--- config.mk ---
export PLATFORM = sky130hd
export DESIGN_NAME = uart_tx_frame_engine
export DESIGN_NICKNAME = d
export VERILOG_FILES = /design/src/rtl/uart_pkg.sv /design/src/rtl/uart_parity_calc.sv /design/src/rtl/uart_tx_frame_engine.sv
export SDC_FILE = /design/constraint.sdc
export NUM_CORES = 1
export LEC_CHECK = 0
export BUFFER_PORTS_ARGS = -buffer_cell sky130_fd_sc_hd__buf_2
export CAP_MARGIN = 20
export CORE_MARGIN = 2
export CORE_UTILIZATION = 51
export CTS_CLUSTER_DIAMETER = 150
export DETAILED_ROUTE_END_ITERATION = 8
export PLACE_DENSITY = 0.7
export SYNTH_ARGS = -nofsm -noshare
export SYNTH_HDL_FRONTEND = slang
export SYNTH_SLANG_ARGS = --single-unit
--- constraint.sdc ---
create_clock -name UCLK -period 6 [get_ports UCLK]
set_input_delay 1.2 -clock UCLK [delete_from_list [all_inputs] [get_ports UCLK]]
set_output_delay 1.2 -clock UCLK [all_outputs]
set_load 0.05 [all_outputs]
--- src/rtl/uart_pkg.sv ---
// Shared definitions for the UART transmit path: frame state encoding and line idle level.
package uart_pkg;

  typedef enum logic [2:0] {
    IDLE,
    WAIT_TICK,
    START,
    DATA,
    PARITY,
    STOP
  } tx_state_t;

  localparam logic IDLE_LEVEL_DEFAULT = 1'b1;

endpackage

--- src/rtl/uart_parity_calc.sv ---
// Parity bit for a captured UART word; odd = 1 inverts the even (XOR) result.
module uart_parity_calc #(
  parameter int DATA_WIDTH = 8
) (
  input  logic [DATA_WIDTH-1:0] data,
  input  logic                  odd,
  output logic                  parity
);

  assign parity = (^data) ^ odd;

endmodule

--- src/rtl/uart_tx_frame_engine.sv ---
// UART transmit framer: start bit, LSB-first data, optional parity, one or two stop bits,
// each bit held for exactly one baud_tick interval.
//
// state     | meaning
// IDLE      | line idle, tx_ready high, accepting a word
// WAIT_TICK | word captured, line idle until the next baud_tick
// START     | start bit on the line
// DATA      | data bit bit_idx on the line
// PARITY    | parity bit on the line
// STOP      | stop bit(s) on the line
module uart_tx_frame_engine
  import uart_pkg::*;
#(
  parameter int   DATA_WIDTH = 8,
  parameter logic IDLE_LEVEL = IDLE_LEVEL_DEFAULT
) (
  input  logic                  UCLK,
  input  logic                  reset,
  input  logic                  baud_tick,
  input  logic [DATA_WIDTH-1:0] tx_data,
  input  logic                  tx_valid,
  output logic                  tx_ready,
  input  logic                  parity_en,
  input  logic                  parity_odd,
  input  logic                  stop2,
  output logic                  serial_out,
  output logic                  busy,
  output logic                  frame_done
);

  localparam int                IDX_W    = $clog2(DATA_WIDTH);
  localparam logic [IDX_W-1:0]  LAST_IDX = IDX_W'(DATA_WIDTH - 1);

  tx_state_t             state;
  logic [IDX_W-1:0]      bit_idx;
  logic [IDX_W-1:0]      nxt_idx;
  logic [DATA_WIDTH-1:0] data_q;
  logic                  par_en_q;
  logic                  par_odd_q;
  logic                  stop2_q;
  logic                  stop_cnt;
  logic                  parity_bit;

  assign nxt_idx = bit_idx + 1'b1;

  uart_parity_calc #(
    .DATA_WIDTH (DATA_WIDTH)
  ) u_parity (
    .data   (data_q),
    .odd    (par_odd_q),
    .parity (parity_bit)
  );

  always_ff @(posedge UCLK or negedge reset) begin
    if (!reset) begin
      state      <= IDLE;
      serial_out <= IDLE_LEVEL;
      tx_ready   <= 1'b0;
      busy       <= 1'b0;
      frame_done <= 1'b0;
      bit_idx    <= '0;
      data_q     <= '0;
      par_en_q   <= 1'b0;
      par_odd_q  <= 1'b0;
      stop2_q    <= 1'b0;
      stop_cnt   <= 1'b0;
    end else begin
      frame_done <= 1'b0;
      case (state)
        IDLE: begin
          serial_out <= IDLE_LEVEL;
          tx_ready   <= 1'b1;
          if (tx_valid && tx_ready) begin
            data_q    <= tx_data;
            par_en_q  <= parity_en;
            par_odd_q <= parity_odd;
            stop2_q   <= stop2;
            tx_ready  <= 1'b0;
            busy      <= 1'b1;
            state     <= WAIT_TICK;
          end
        end
        // A tick coincident with the transfer was seen while still in IDLE, so it never starts the frame.
        WAIT_TICK: if (baud_tick) begin
          serial_out <= ~IDLE_LEVEL;
          state      <= START;
        end
        START: if (baud_tick) begin
          bit_idx    <= '0;
          serial_out <= data_q[0];
          state      <= DATA;
        end
        DATA: if (baud_tick) begin
          if (bit_idx == LAST_IDX) begin
            bit_idx <= '0;
            if (par_en_q) begin
              serial_out <= parity_bit;
              state      <= PARITY;
            end else begin
              serial_out <= IDLE_LEVEL;
              stop_cnt   <= stop2_q;
              state      <= STOP;
            end
          end else begin
            bit_idx    <= nxt_idx;
            serial_out <= data_q[nxt_idx];
          end
        end
        PARITY: if (baud_tick) begin
          serial_out <= IDLE_LEVEL;
          stop_cnt   <= stop2_q;
          state      <= STOP;
        end
        STOP: if (baud_tick) begin
          if (stop_cnt) begin
            stop_cnt <= 1'b0;
          end else begin
            frame_done <= 1'b1;
            tx_ready   <= 1'b1;
            busy       <= 1'b0;
            state      <= IDLE;
          end
        end
        default: begin
          serial_out <= IDLE_LEVEL;
          state      <= IDLE;
        end
      endcase
    end
  end

endmodule

======== Word level (Yosys, flattened, before mapping) ========
Index checks and enable logic that the tools add are counted.
storage, ports and cells
  flip-flop bits (word level) ............. 22
  input bits .............................. 15
  output and inout bits ................... 4
  logic and storage cells ................. 82
cells by class
  add/subtract/negate cells ............... 1
  magnitude comparators ................... 1
  eq/ne operators ......................... 15
  multiplexer cells ....................... 39
  bitwise operators ....................... 2
  reduce and logical (&&, ||, !) cells .... 13
operators by type and width
  kind                 count
  $mux 3               11
  $mux 1               21
  $ne 2x2->1 const B   9
  $pmux 3 s6           1
  $eq 3x3->1 const B   3
  $reduce_and 8->1     1
  $reduce_xor 8->1     1
  $eq 3x2->1 const B   2
  $pmux 3 s2           1
  $reduce_and 3->1     2
  $reduce_and 6->1     1
  $pmux 1 s5           1
  $reduce_and 5->1     1
  $lt 3x4->1 const B   1
  $pmux 1 s2           2
  $reduce_and 4->1     1
  $reduce_bool 2->1    2
  $add 3x1->3 const B  1
  $bmux 1 s3           1
  $eq 3x1->1 const B   1
  $logic_not 3->1      1
  $pmux 1 s3           1
  $reduce_bool 3->1    1
  $reduce_and 2->1     1
  3 further kinds      3

======== Logic depth before layout (Yosys ltp) ========
Gate-level depths: netlist (run 1).
  word-level depth ........................ 6
  gate-level depth with buffers ........... 7
  gate-level depth less buffers ........... 6

======== By module ========
Synthesis (run 1) repeated with hierarchy kept, for this count alone.
second synthesis, totals
  cell total of the unflattened synthesis .. 102
  area, all modules ....................... 1171.1 um^2
modules (own cells, without submodules)
  module                instances  cells an instance  area an instance (um^2)  seq. area each (um^2)
  uart_tx_frame_engine  1          95                 1088.5                   551.8
  uart_parity_calc      1          7                  82.6                     0.0

======== Least setup slack after synthesis (run 1) ========
Ideal clock, no wire load.
  kind .................................... in2reg
  start ................................... in tx_valid
  end ..................................... reg data_q[0]
  library setup time ...................... 0.125 ns
  arrival time ............................ 2.080 ns
  data required time ...................... 5.875 ns
  slack ................................... 3.795 ns
  stages on the path ...................... 4
  path buffers ............................ 1
  cell sequence ........................... nand2_1 > nor2b_1 > buf_2 > mux2_2
on the way
  longest elaborated chain between the ends .. 2
ends and longest elaborated chain
  element                            RTL line                    source
  start, declared                    uart_tx_frame_engine.sv:21  input logic tx_valid,
  $logic_and 1x1->1                  uart_tx_frame_engine.sv:73  if (tx_valid && tx_ready) begin
  $reduce_and 2->1 (no source line)  --
  end signal, assigned               uart_tx_frame_engine.sv:74  data_q <= tx_data;
  end, declared                      uart_tx_frame_engine.sv:37  logic [DATA_WIDTH-1:0] data_q;
No other way between the ends.
A chain may end at the register's enable or synchronous reset.

======== Worst setup path after layout (run 1) ========
  start ................................... reg serial_out
  end ..................................... out serial_out
RTL lines
  element                 RTL line                    source
  start, declared         uart_tx_frame_engine.sv:26  output logic serial_out,
  start signal, assigned  uart_tx_frame_engine.sv:85  serial_out <= ~IDLE_LEVEL;
  start signal, assigned  uart_tx_frame_engine.sv:90  serial_out <= data_q[0];
  start signal, assigned  uart_tx_frame_engine.sv:97  serial_out <= parity_bit;
No word-level cell between the ends.

==> metrics.csv, run 1 <==
stage;metric;value;unit
run_status;status;finished, final reports clean;
setup_path;worst_setup_path_end_kind;primary output;
setup_path;cpPeakStageDelay;0.57;ns
logic_synthesis;synth_edf_count;0;
setup_path;r2r_start;state[0];
floorplanning;start_util;0.539;
logic_synthesis;yosys_warnings;0;
setup_path;crit_slowest_cell;dfstp_2;
setup_path;reg2regPathDepth;3;
floorplanning;die_w;52.1;microns
detailed_routing;ant_nets;0;
worst_hold_path;min_from;bit_idx[1];
clocking;cts-resized-gates;0;
place;dp_hpwl;1550;microns
global_routing;grt_pass1_wl;3570;microns
sta;rsz0062_at_grt;false;
setup_path;r2r-end;data_q[4];
floorplanning;core_area;2190;sq um
setup_path;timing.reg2reg.setup_slack;3.84;ns
detailed_routing;viasPerCell;5.45;
detailed_routing;drtIter0Drc;8;
worst_hold_path;hp-class;reg2reg;
detailed_routing;via_count;812;
clocking;cts-root-buf;clkbuf_4;
global_routing;gr-usage-all-layers;0.180;
final_layout;post-route-util;0.604;
clocking;cts_setup_buffers;0;
detailed_routing;wire_per_inst;13.8;microns
setup_path;crit_fanout;4;
detailed_routing;drtPass1Iterations;4;
logic_synthesis;synth_top_area_share;0.445;
final_layout;drive_above_1_share;0.331;
pwr;vdd_drop_max;0.000269;V
place;dp_cells;145;
logic_synthesis;ys_async_sr_fraction;1.00;
sta;post-route-min-period;2.34;ns
pwr;power;0.000492;W
global_routing;grt-ovfl-total;0;
setup_path;startpoint_type;register;
sta;fin_skew;0.00973;ns
final_layout;areaGrowthSynthToFinish;12.2;%
setup_path;path_buf_inv;1;
setup_path;cp.arrival;1.14;ns
logic_synthesis;netlist_area;1180;sq um
global_routing;antenna_found_initial;0;
sta;worst_slew_pin_slew;0.963;ns
setup_path;path_cells;buf_2;
clocking;htree_num_levels;1;
final_layout;design_area;1320;sq um
pwr;power.density;372;nW/um^2
worst_hold_path;min_to;bit_idx[1];
global_routing;grt_max_degree;23;
final_layout;diodes;0;
logic_synthesis;synth_seq_cells;22;
logic_synthesis;seq_area_frac_synth;0.468;
pwr;p_leak;0.656;nW
setup_path;crit_required;4.80;ns
place;io_buffers;18;
logic_synthesis;synth_top_area_cell;dfrtp_1;
place;gp_congestion;0.810;
clocking;clockBufferDepth;2;
floorplanning;pin_count;19;
floorplanning;chipHeight;52.1;microns
final_layout;instances_no_fill;149;
final_layout;layout.nets;139;
logic_synthesis;synthTopCellsByArea;dfrtp_1 (45%), mux2_2 (11%), mux2i_1 (3.4%);
floorplanning;dieArea;2710;sq um
worst_hold_path;whs_path_depth;2;
sta;finalHoldViolations;0;
logic_synthesis;syn_nets;122;
logic_synthesis;syn_inst;105;
detailed_routing;drcViolationCount;0;
logic_synthesis;synth_common_cells;dfrtp_1 (21), mux2_2 (12), nand2_1 (8);
global_routing;grt_pass1_vias;772;
sta;fin_setup_tns;0;ns
final_layout;fillers;191;
clocking;cts_made_buffers;3;
clocking;clk_pin_slew;0.12;ns
clocking;cts_tree;yes;
detailed_routing;wl;2050;microns
sta;final.period_utilization;0.390;
clocking;numClockSinks;22;
sta;fmax;427;MHz
sta;setup_viol;0;
sta;slew_headroom;0.357;
place;placed_area;1270;sq um
logic_synthesis;synth_cell_type_count;37;
clocking;cts_hold_buf;0;
run;cap_violations;0;
sta;slew_viol_final;0;
setup_path;cp_top_family;flip-flops;
floorplanning;rows;17;
logic_synthesis;synth_flop_cell;dfrtp_1;
logic_synthesis;yosysMostFrequentCell;dfrtp_1;
clocking;clk_latency;0.32;ns
logic_synthesis;avgSynthCellArea;11.2;sq um
setup_path;critPathKind;reg2out;
-- placed cells by master (no fill, tap or decap) --
cell,n
a21boi_0,1
o22ai_1,2
xnor3_1,1
bufinv_16,1
a21o_1,1
o21ai_2,1
dfrtp_1,21
mux4_2,1
mux2i_1,4
ha_1,2
o21bai_1,2
buf_2,18
inv_1,3
nand3_1,1
or2b_2,1
a311o_1,1
o31ai_1,1
a21oi_1,3
nor3_1,3
and2b_2,2
xnor2_1,4
xor2_1,2
o22a_1,1
a22oi_1,1
and2_1,1
nand3b_1,1
nor2_1,4
dfstp_2,1
nor3b_1,2
o21ai_0,6
nor4_1,1
a211oi_1,1
nand2_1,8
clkbuf_4,3
o2bb2ai_1,1
mux2_2,12
nor2b_1,2
-- area by class of cell --
type                       instances  area [sq um]  share of cell area
timing repair buffer              18          90.1              0.0681
inverter                           3          11.3             0.00851
sequential                        22           552               0.417
multi-input combinational         74           583               0.440
tap                               28          35.0              0.0265
clock inverter                     1          30.0              0.0227
clock buffer                       3          22.5              0.0170
-- registers in the layout, indices dropped and copies added (netlist names) --
name	cells
tx_ready	1
bit_idx	3
frame_done	1
par_en_q	1
par_odd_q	1
stop2_q	1
state	3
serial_out	1
data_q	8
stop_cnt	1
busy	1
-- layer usage --
metal,vias up,global-route usage,wire (microns)
li1,408,-,-
met1,381,0.237,937
met2,18,0.293,996
met3,5,0.0259,80
met4,0,0.0789,36
met5,-,0,0
-- worst register-to-register path, cell delays in order (launching register included) --
cell and delay (ns):
dfrtp_1 0.55, nor3_1 0.28, nor2b_1 0.80, mux2_2 0.42
-- power by group --
group	total (W)	internal (W)	switching, W
combinational	0.000170	0.0000766	0.0000937
sequential	0.000207	0.000177	0.0000303
clock	0.000115	0.0000676	0.0000471
total	0.000492	0.000321	0.000171
-- stage by stage --
step                hold slack, ns  setup slack [ns]
finish                       0.507              3.66
global route                 0.540              3.59
CTS                          0.515              3.65
detailed placement           0.487              3.34
global placement             0.476              3.40
floorplan                    0.454              3.79
-- cell families (layout without fill, tap and decap cells) --
group / count (synthesis) / count (layout) / share of synthesized area
mux: 17 / 17 / 0.168
compound gates: 22 / 22 / 0.124
xor+xnor: 7 / 7 / 0.0636
simple gates: 26 / 26 / 0.118
buf+inv: 9 / 25 / 0.0382
flops: 22 / 22 / 0.468
fa+ha+maj: 2 / 2 / 0.0212
-- worst max-delay path by stage --
stage | endpoint | from | cells after the start
2_1_floorplan | data_q[0] | tx_valid | 4
3_3_place_gp | stop2_q | tx_valid | 4
3_5_place_dp | data_q[4] | tx_valid | 4
4_1_cts | serial_out | serial_out | 1
5_1_grt | data_q[2] | tx_valid | 4
6_report | serial_out | serial_out | 1
Note: power is estimated with default switching activity, not from simulation.
==> inputs of run 2 (changes only) <==
ABC_AREA = 1   (was default)
clock period = 2.2 ns   (was 6 ns; I/O delays follow)
==> run 2 against run 1 <==
Against the previous run: routed wire length grew 15%; clock-buffer cell count grew 1; non-clock buffer count is the same; die area grew 5.5%; final area grew 5.0%; setup slack lost 3.1 ns; core utilization grew 1.2 points; sequential share of layout area shrank 2.0 points; total power grew to 4.1 times the previous value.
==> metrics.csv, run 2 <==
stage;metric;value;unit
detailed_routing;drtIter0Drc;25;
detailed_routing;ant_nets;0;
setup_path;cp-startpoint;bit_idx[0];
sta;finalHoldViolations;0;
global_routing;grt_max_degree;23;
final_layout;drive_above_1_share;0.199;
setup_path;endpoint;serial_out;
logic_synthesis;syn_nets;182;
detailed_routing;via_count;1069;
detailed_routing;wl;2350;microns
sta;setup_viol;0;
logic_synthesis;synth_cell_type_count;27;
sta;fin_skew;0.00619;ns
setup_path;r2r_start;bit_idx[0];
detailed_routing;m1WireLength;1190;microns
pwr;vdd_drop_max;0.000912;V
floorplanning;core_area;2250;sq um
floorplanning;die_w;53.5;microns
global_routing;grt_pass1_wl;4170;microns
final_layout;fillers;199;
detailed_routing;wire_per_inst;11.0;microns
clocking;numClockSinks;22;
logic_synthesis;synth_common_cells;nand2_1 (59), dfrtp_1 (21), inv_1 (18);
final_layout;largest_reg_flops;8;
logic_synthesis;synthTopCellsByArea;dfrtp_1 (42%), nand2_1 (18%), nand3_1 (5.6%);
global_routing;grt_pass1_vias;988;
sta;final.period_utilization;0.750;
logic_synthesis;ys_async_sr_fraction;1.00;
clocking;cts-resized-gates;0;
final_layout;areaGrowthSynthToFinish;11.2;%
place;gp_congestion;0.881;
clocking;clk_latency;0.30;ns
clocking;clockBufferDepth;2;
place;dp_hpwl;1840;microns
logic_synthesis;synth_edf_count;0;
final_layout;diodes;0;
setup_path;critPathKind;reg2reg;
detailed_routing;topRoutingLayerUsed;met4;
clocking;cts_made_buffers;3;
sta;fmax;606;MHz
clocking;cts_setup_buffers;0;
detailed_routing;routed-wl-met2;1060;microns
final_layout;final_cell_mix;nand2_1 (59), dfrtp_1 (21), inv_1 (18), buf_2 (18), nand3_1 (14);
setup_path;cpPeakStageDelay;0.46;ns
logic_synthesis;yosysMostFrequentCell;nand2_1;
setup_path;crit_fanout;6;
floorplanning;start_util;0.554;
global_routing;antenna_found_initial;0;
final_layout;largest_register;data_q;
logic_synthesis;yosys_warnings;0;
pwr;p_leak;0.737;nW
sta;post-route-min-period;1.65;ns
pwr;power.density;1460;nW/um^2
setup_path;timing.reg2reg.setup_slack;0.55;ns
sta;rsz0062_at_grt;false;
setup_path;path_cells;ha_1, ha_1, inv_1, nand3_1, nand3b_1, nand3_1, nand2_1, inv_1, nand2_1, a21oi_1;
setup_path;startpoint_type;register;
clocking;cts-root-buf;clkbuf_4;
setup_path;crit_slowest_cell;dfrtp_1;
floorplanning;rows;17;
final_layout;layout.nets;204;
detailed_routing;drtPass1Iterations;4;
worst_hold_path;hp-class;in2async;
clocking;clk_pin_slew;0.12;ns
floorplanning;chipHeight;53.5;microns
floorplanning;dieArea;2860;sq um
clocking;htree_num_levels;1;
final_layout;mostFrequentLayoutCell;nand2_1;
sta;slew_headroom;0.676;
place;io_buffers;18;
sta;slew_viol_final;0;
global_routing;gr-usage-all-layers;0.200;
logic_synthesis;synth_top_area_cell;dfrtp_1;
pwr;power;0.00203;W
logic_synthesis;synth_seq_cells;22;
logic_synthesis;synth_top_area_share;0.420;
logic_synthesis;syn_inst;165;
logic_synthesis;avgSynthCellArea;7.58;sq um
floorplanning;pin_count;19;
detailed_routing;drcViolationCount;0;
run;cap_violations;0;
detailed_routing;wl_met3;88;microns
clocking;cts_tree;yes;
run_status;status;finished, final reports clean;
final_layout;reg_top3;data_q (8), bit_idx (3), state (3);
setup_path;crit_required;2.43;ns
setup_path;cp.arrival;1.88;ns
logic_synthesis;seq_area_frac_synth;0.441;
setup_path;r2r-end;serial_out;
setup_path;worst_setup_path_end_kind;register;
detailed_routing;viasPerCell;5.00;
sta;worst_slew_pin_slew;0.486;ns
setup_path;reg2regPathDepth;10;
logic_synthesis;synth_flop_cell;dfrtp_1;
global_routing;grt-ovfl-total;0;
clocking;cts_hold_buf;0;
sta;fin_setup_tns;0;ns
logic_synthesis;netlist_area;1250;sq um
run 2: cell count changes in the layout (fill, tap and decap cells not counted), moves of 3 or more:
cell     before  now
o21ai_1       0    6
inv_2         0    3
nand3_1       1   14
nand2_1       8   59
inv_1         3   18
o21ai_0       6   11
nand2_2       0    4
mux2_2       12    0
mux2i_1       4    0
run 2: worst max-delay path: cells and delay by family, from the launching register on:
family                     cells  cell delay, ns
and+or+nand+nor                5            0.32
adders and majority gates      2            0.54
buffers and inverters          2            0.12
DFF                            1            0.46
AOI/OAI and AO/OA              1            0.13
run 2: layer usage:
layer | track usage | vias to the layer above
li1 | - | 564
met1 | 0.261 | 482
met2 | 0.344 | 21
met3 | 0.0254 | 2
met4 | 0.0641 | 0
met5 | 0 | -
run 2: worst min path at each step:
stage | endpoint | cells past startpoint | slack (ns)
6_report | data_q[6] | 1 | 0.08
2_1_floorplan | bit_idx[0] | 0 | 0.14
5_1_grt | data_q[6] | 1 | 0.11
4_1_cts | data_q[6] | 1 | 0.09
3_5_place_dp | data_q[6] | 1 | 0.44
3_3_place_gp | data_q[7] | 1 | 0.43
run 2: report_power, final:
| group | switching (W) | internal (W) |
|---|---|---|
| sequential | 0.000199 | 0.000587 |
| combinational | 0.000673 | 0.000385 |
| clock | 0.000116 | 0.0000705 |
| total | 0.000989 | 0.00104 |
run 2: kinds of logic (layout without fill, tap and decap cells):
| logic type | count (synthesis) | after routing | share of synthesized area |
|---|---|---|---|
| AOI/OAI and AO/OA | 21 | 21 | 0.0881 |
| xor gates and xnor gates | 3 | 3 | 0.0210 |
| adders and majority gates | 2 | 2 | 0.0200 |
| DFF | 22 | 22 | 0.441 |
| and+or+nand+nor | 94 | 94 | 0.352 |
| buffers and inverters | 23 | 44 | 0.0771 |
run 2: area by class of cell:
cell class              instances  area (sq um)  share of cell area
repair buffers                 18          90.1              0.0648
well taps                      28          35.0              0.0252
clock buffers                   4          26.3              0.0189
inverters                      22          85.1              0.0612
flip-flops and latches         22           552               0.397
multi-input cells             120           602               0.433
run 2: stage by stage:
step           utilization  instances  worst slack (ns)  hold slack, ns  area (sq um)
2_1_floorplan            -        165             0.736           0.144          1250
3_3_place_gp         0.605        210             0.680           0.430          1360
3_5_place_dp         0.605        210             0.592           0.435          1360
4_1_cts              0.617        214             0.550          0.0934          1390
5_1_grt              0.617        214             0.400           0.106          1390
6_report             0.617        214             0.550          0.0787          1390
